==> config.mk <==
export PLATFORM = sky130hd
export DESIGN_NAME = fcs_engine
export DESIGN_NICKNAME = d
export VERILOG_FILES = /design/src/rtl/fcs_pkg.sv /design/src/rtl/fcs_crc_core.sv /design/src/rtl/fcs_engine.sv
export SDC_FILE = /design/constraint.sdc
export NUM_CORES = 1
export LEC_CHECK = 0
export CAP_MARGIN = 20
export CORE_ASPECT_RATIO = 2
export CORE_MARGIN = 8
export CORE_UTILIZATION = 25
export CTS_CLUSTER_DIAMETER = 40
export DETAILED_ROUTE_END_ITERATION = 12
export PLACE_DENSITY_LB_ADDON = 0.12
export SKIP_CTS_REPAIR_TIMING = 1
export SKIP_LAST_GASP = 1
export SLEW_MARGIN = 20
export SYNTH_ARGS = -nofsm -noshare
export SYNTH_HDL_FRONTEND = slang
export SYNTH_SLANG_ARGS = --single-unit
==> constraint.sdc <==
create_clock -name CLK -period 2.9 [get_ports CLK]
set_clock_uncertainty 0.05 [all_clocks]
set_input_delay 0.435 -clock CLK [delete_from_list [all_inputs] [get_ports CLK]]
set_output_delay 0.435 -clock CLK [all_outputs]
set_load 0.02 [all_outputs]
==> src/rtl/fcs_pkg.sv <==
// Shared types and default constants for the serial FCS engine.
package fcs_pkg;

  typedef enum logic [2:0] {
    IDLE  = 3'd0,
    CALC  = 3'd1,
    SHIFT = 3'd2,
    CHECK = 3'd3,
    DONE  = 3'd4
  } fcs_state_t;

  localparam logic [15:0] DEF_POLY = 16'h1021;
  localparam logic [15:0] DEF_INIT = 16'h0000;

endpackage

==> src/rtl/fcs_crc_core.sv <==
// Bit-serial CRC remainder register: load INIT, absorb one bit, or shift out.
module fcs_crc_core
  import fcs_pkg::*;
#(
  parameter int                   CRC_WIDTH = 16,
  parameter logic [CRC_WIDTH-1:0] POLY      = DEF_POLY,
  parameter logic [CRC_WIDTH-1:0] INIT      = DEF_INIT
) (
  input  logic CLK,
  input  logic RST,
  input  logic load,
  input  logic step,
  input  logic shift,
  input  logic din,
  output logic rem_msb,
  output logic nxt_zero
);

  logic [CRC_WIDTH-1:0] rem_q, rem_d;
  logic                 fb;

  always_comb begin
    rem_d = rem_q;
    fb    = rem_q[CRC_WIDTH-1] ^ din;
    if (load)
      rem_d = INIT;
    else if (step)
      rem_d = {rem_q[CRC_WIDTH-2:0], 1'b0} ^ (fb ? POLY : '0);
    else if (shift)
      rem_d = {rem_q[CRC_WIDTH-2:0], 1'b0};
  end

  always_ff @(posedge CLK or negedge RST) begin
    if (!RST) rem_q <= INIT;
    else      rem_q <= rem_d;
  end

  assign rem_msb  = rem_q[CRC_WIDTH-1];
  // Lets the FSM judge the final check-mode remainder in the same cycle it is formed.
  assign nxt_zero = (rem_d == '0);

endmodule

==> src/rtl/fcs_engine.sv <==
// Serial FCS generator/checker: frame length control, FSM and output framing.
module fcs_engine
  import fcs_pkg::*;
#(
  parameter int                   CRC_WIDTH = 16,
  parameter logic [CRC_WIDTH-1:0] POLY      = DEF_POLY,
  parameter logic [CRC_WIDTH-1:0] INIT      = DEF_INIT,
  parameter int                   MAX_LEN   = 1024,
  parameter int                   MIN_LEN   = 64,
  localparam int                  SW        = $clog2(MAX_LEN + 1)
) (
  input  logic          CLK,
  input  logic          RST,
  input  logic          Start,
  input  logic          Mode,
  input  logic [SW-1:0] Data_Size,
  input  logic          Input_Valid,
  input  logic          Input_Data,
  output logic          Input_Ready,
  output logic          OUT,
  output logic          Valid_OUT,
  output logic          Done,
  output logic          Busy,
  output logic          Error,
  output logic          Size_Err
);

  localparam logic [SW-1:0] MIN_L    = SW'(MIN_LEN);
  localparam logic [SW-1:0] MAX_L    = SW'(MAX_LEN);
  localparam logic [SW-1:0] CRC_LAST = SW'(CRC_WIDTH - 1);

  fcs_state_t    state_q, state_d;
  logic [SW-1:0] cnt_q, cnt_d, size_q, size_d;
  logic          mode_q, mode_d, err_q, err_d, size_err_q, size_err_d;
  logic          load, step, shift, accept, rem_msb, nxt_zero;

  assign Input_Ready = (state_q == CALC) || (state_q == CHECK);
  assign accept      = Input_Valid && Input_Ready;

  always_comb begin
    state_d    = state_q;
    cnt_d      = cnt_q;
    size_d     = size_q;
    mode_d     = mode_q;
    err_d      = err_q;
    size_err_d = 1'b0;
    load       = 1'b0;
    step       = 1'b0;
    shift      = 1'b0;
    unique case (state_q)
      IDLE: if (Start) begin
        if (Data_Size >= MIN_L && Data_Size <= MAX_L) begin
          size_d  = Data_Size;
          mode_d  = Mode;
          load    = 1'b1;
          cnt_d   = '0;
          err_d   = 1'b0;
          state_d = CALC;
        end else begin
          size_err_d = 1'b1;
        end
      end
      CALC: if (accept) begin
        step = 1'b1;
        if (cnt_q == size_q - SW'(1)) begin
          cnt_d   = '0;
          state_d = mode_q ? CHECK : SHIFT;
        end else begin
          cnt_d = cnt_q + SW'(1);
        end
      end
      SHIFT: begin
        shift = 1'b1;
        if (cnt_q == CRC_LAST) begin
          cnt_d   = '0;
          state_d = DONE;
        end else begin
          cnt_d = cnt_q + SW'(1);
        end
      end
      CHECK: if (accept) begin
        step = 1'b1;
        if (cnt_q == CRC_LAST) begin
          cnt_d   = '0;
          err_d   = !nxt_zero;
          state_d = DONE;
        end else begin
          cnt_d = cnt_q + SW'(1);
        end
      end
      DONE:    state_d = IDLE;
      default: state_d = IDLE;
    endcase
  end

  always_ff @(posedge CLK or negedge RST) begin
    if (!RST) begin
      state_q    <= IDLE;
      cnt_q      <= '0;
      size_q     <= '0;
      mode_q     <= 1'b0;
      err_q      <= 1'b0;
      size_err_q <= 1'b0;
    end else begin
      state_q    <= state_d;
      cnt_q      <= cnt_d;
      size_q     <= size_d;
      mode_q     <= mode_d;
      err_q      <= err_d;
      size_err_q <= size_err_d;
    end
  end

  fcs_crc_core #(
    .CRC_WIDTH(CRC_WIDTH),
    .POLY     (POLY),
    .INIT     (INIT)
  ) u_core (
    .CLK     (CLK),
    .RST     (RST),
    .load    (load),
    .step    (step),
    .shift   (shift),
    .din     (Input_Data),
    .rem_msb (rem_msb),
    .nxt_zero(nxt_zero)
  );

  assign Valid_OUT = (state_q == SHIFT);
  assign OUT       = Valid_OUT && rem_msb;
  assign Done      = (state_q == DONE);
  assign Busy      = (state_q != IDLE);
  assign Error     = err_q;
  assign Size_Err  = size_err_q;

endmodule

==> flow_summary.json <==
{
  "status": "completed",
  "p_int_mw": 1.27,
  "min_period_ns": 2.75,
  "synth_seq_cells": 44,
  "drive_gt1_frac": 0.160,
  "insertion_delay_ns": 0.29,
  "coreArea_mm2": 0.0100,
  "synth_edf_count": 0,
  "antenna_found_initial": 0,
  "netSwitchingFraction": 0.279,
  "vias": 2173,
  "place_area_mm2": 0.00297,
  "fp.dieW_um": 87.2,
  "gp_congestion": 0.810,
  "drt_wl_total_um": 7590,
  "fin_area_mm2": 0.00320,
  "worstMarginPinSlew_ns": 0.639,
  "yosysWarnings": 0,
  "synth.cell_area_mm2": 0.00253,
  "p_per_area_mw_per_mm2": 549,
  "crit_path_max_fanout": 6,
  "fin_crit_sh": 0.950,
  "grtUsageMet1": 0.0954,
  "numCtsBuffers": 5,
  "busiest_layer": "met2",
  "ir_worst_vdd_uv": 275,
  "critPathCaptureType": "register",
  "root_buffer": "clkbuf_16",
  "wl_per_cell_um": 17.0,
  "hold_class": "primary input to async pin",
  "met3_usage": 0.0196,
  "io_buffer_count": 23,
  "mostFrequentLayoutCell": "dfrtp_1",
  "synth-main-ff-cell": "dfrtp_1",
  "avgSynthCellArea_um2": 9.07,
  "whs_ns": 0.116,
  "ys_seq_area_frac": 0.435,
  "max-clock-path-buffers": 2,
  "die-height_um": 158,
  "worstSetupStartpointType": "register",
  "layout_common_cells": "44 x dfrtp_1, 43 x nand2_1, 22 x a21oi_1, 22 x clkdlybuf4s50_1, 16 x buf_4",
  "io_pins": 24,
  "fin_nets": 330,
  "async_flop_share": 1.00,
  "place_hpwl_um": 5890,
  "fmax_ghz": 0.363,
  "power_frac_seq": 0.452,
  "clk_transition_reported_paths_ns": 0.07,
  "gr-usage-all-layers": 0.114,
  "syn_inst": 279,
  "die_area_mm2": 0.0138,
  "rsz0062_at_grt": "true",
  "power_frac_clock": 0.384,
  "netSwitchingPower_mw": 0.490,
  "synth_cell_type_count": 54,
  "rrSetupSlack_ns": 0.15,
  "h-tree-depth": 2,
  "diodes": 0,
  "hold_viol": 0,
  "cts_sinks": 44,
  "routed_via_density": 4.86,
  "grt_pass1_vias": 2327,
  "p_leak_nw": 1.32,
  "overflow": 0,
  "syn_nets": 298,
  "grt_first_pass_wirelength_um": 11800,
  "drc": 0,
  "cp_data_required_time_ns": 3.02,
  "tritoncts": "built",
  "initial_core_util": 0.253,
  "cap_violations": 0,
  "ant_nets": 0,
  "p_comb_frac": 0.164,
  "arrival_ns": 2.87,
  "drt-initial-drc-count": 62,
  "slew_violations": 0,
  "rows": 52,
  "setup_viol": 0,
  "grt_use_met2": 0.236,
  "area_growth_pct": 26.6,
  "firstDrtPassIters": 4,
  "maxSlewHeadroom": 0.574,
  "grt_max_degree": 27,
  "critical_path_class": "register to register"
}
## critical path: stages, from the launching register on
cell       delay, ns
dfrtp_1         0.43
inv_2           0.10
ha_4            0.15
or4b_4          0.51
nor4_4          0.16
xnor2_1         0.17
o2111ai_2       0.14
buf_4           0.18
a2111o_1        0.48
a32o_1          0.28
## Yosys cell counts, types with 2 or more instances
cell type,count,area (um2)
dfrtp_1,44,1100
nand2_1,43,161
a21oi_1,22,110
nor2_1,15,56.3
xnor2_1,14,123
nand3_1,13,65.1
clkbuf_1,11,41.3
nor3_1,11,55.1
inv_1,9,33.8
mux2_2,9,101
o21ai_0,7,35.0
and3_1,6,37.5
nor4_1,6,37.5
a31oi_1,5,31.3
o21ai_1,5,25.0
or3_1,4,25.0
a21o_1,3,22.5
mux2i_1,3,30.0
nor2b_1,3,18.8
xor2_1,3,26.3
a211o_1,2,17.5
and2_1,2,12.5
buf_6,2,22.5
ha_1,2,25.0
nand2_2,2,12.5
nand2b_1,2,12.5
nor4b_2,2,30.0
o221ai_1,2,17.5
o22ai_1,2,12.5
## routing by layer
layer	wire (um)	vias to the layer above
li1	-	1066
met5	0	-
met4	268	0
met2	4430	26
met3	147	14
met1	2740	1067
## power by group through the flow
| stage | clock network (mW) | registers [mW] | logic (mW) |
|---|---|---|---|
| after global routing | 0.719 | 0.806 | 0.328 |
| final | 0.676 | 0.795 | 0.289 |
| after global placement | 0 | 0.808 | 0.284 |
| after floorplan | 0 | 0.758 | 0.217 |
| after CTS | 0.698 | 0.797 | 0.287 |
| after detailed placement | 0 | 0.808 | 0.286 |
## cells by family (layout without fill, tap and decap cells)
kind of cell             count (synthesis)  count (layout)  share of synthesized area
buffers and inverters                   24              56                     0.0420
AND/OR/NAND/NOR                        118             118                      0.239
flip-flops                              44              44                      0.435
multiplexers                            12              12                     0.0519
XOR/XNOR                                17              17                     0.0588
AO/OA/AOI/OAI                           62              63                      0.164
adder cells (fa/ha/maj)                  2               2                    0.00988
## flip-flops by register name, summed over array words and instances, names as in the netlist
signal,cells
u_core.rem_q,16
Size_Err,1
size_q,11
cnt_q,11
mode_q,1
Error,1
state_q,3
## final cells by class
class	count	area [um2]
Fill cell	1106	6820
Timing Repair Buffer	39	345
Clock inverter	2	38.8
Tap cell	135	169
Clock buffer	6	139
Multi-Input combinational cell	212	1380
Sequential cell	44	1100
Inverter	9	33.8
## path summary, 6_finish.rpt
kind                       startpoint         endpoint  cells after the start
setup / recovery            size_q[0]         cnt_q[1]                      9
hold / removal                    RST         cnt_q[7]                      1
hold reg to reg                 Error            Error                      1
setup reg to reg            size_q[0]         cnt_q[1]                      9
min in group CLK                Error            Error                      1
max in group asynchronous         RST  u_core.rem_q[3]                      2
## through the flow
step / setup WS, ns / total power [mW] / utilization / setup TNS [ns] / std cells
after global routing: -0.0000473 / 1.85 / 0.320 / -0.0000473 / 447
after global placement: 0.105 / 1.09 / 0.296 / 0 / 437
after CTS: 0.00956 / 1.78 / 0.314 / 0 / 445
after detailed placement: 0.0356 / 1.09 / 0.296 / 0 / 437
after floorplan: 0.392 / 0.975 / - / 0 / 279
final: 0.146 / 1.76 / 0.320 / 0 / 447
Note: power is estimated with default switching activity, not from simulation.
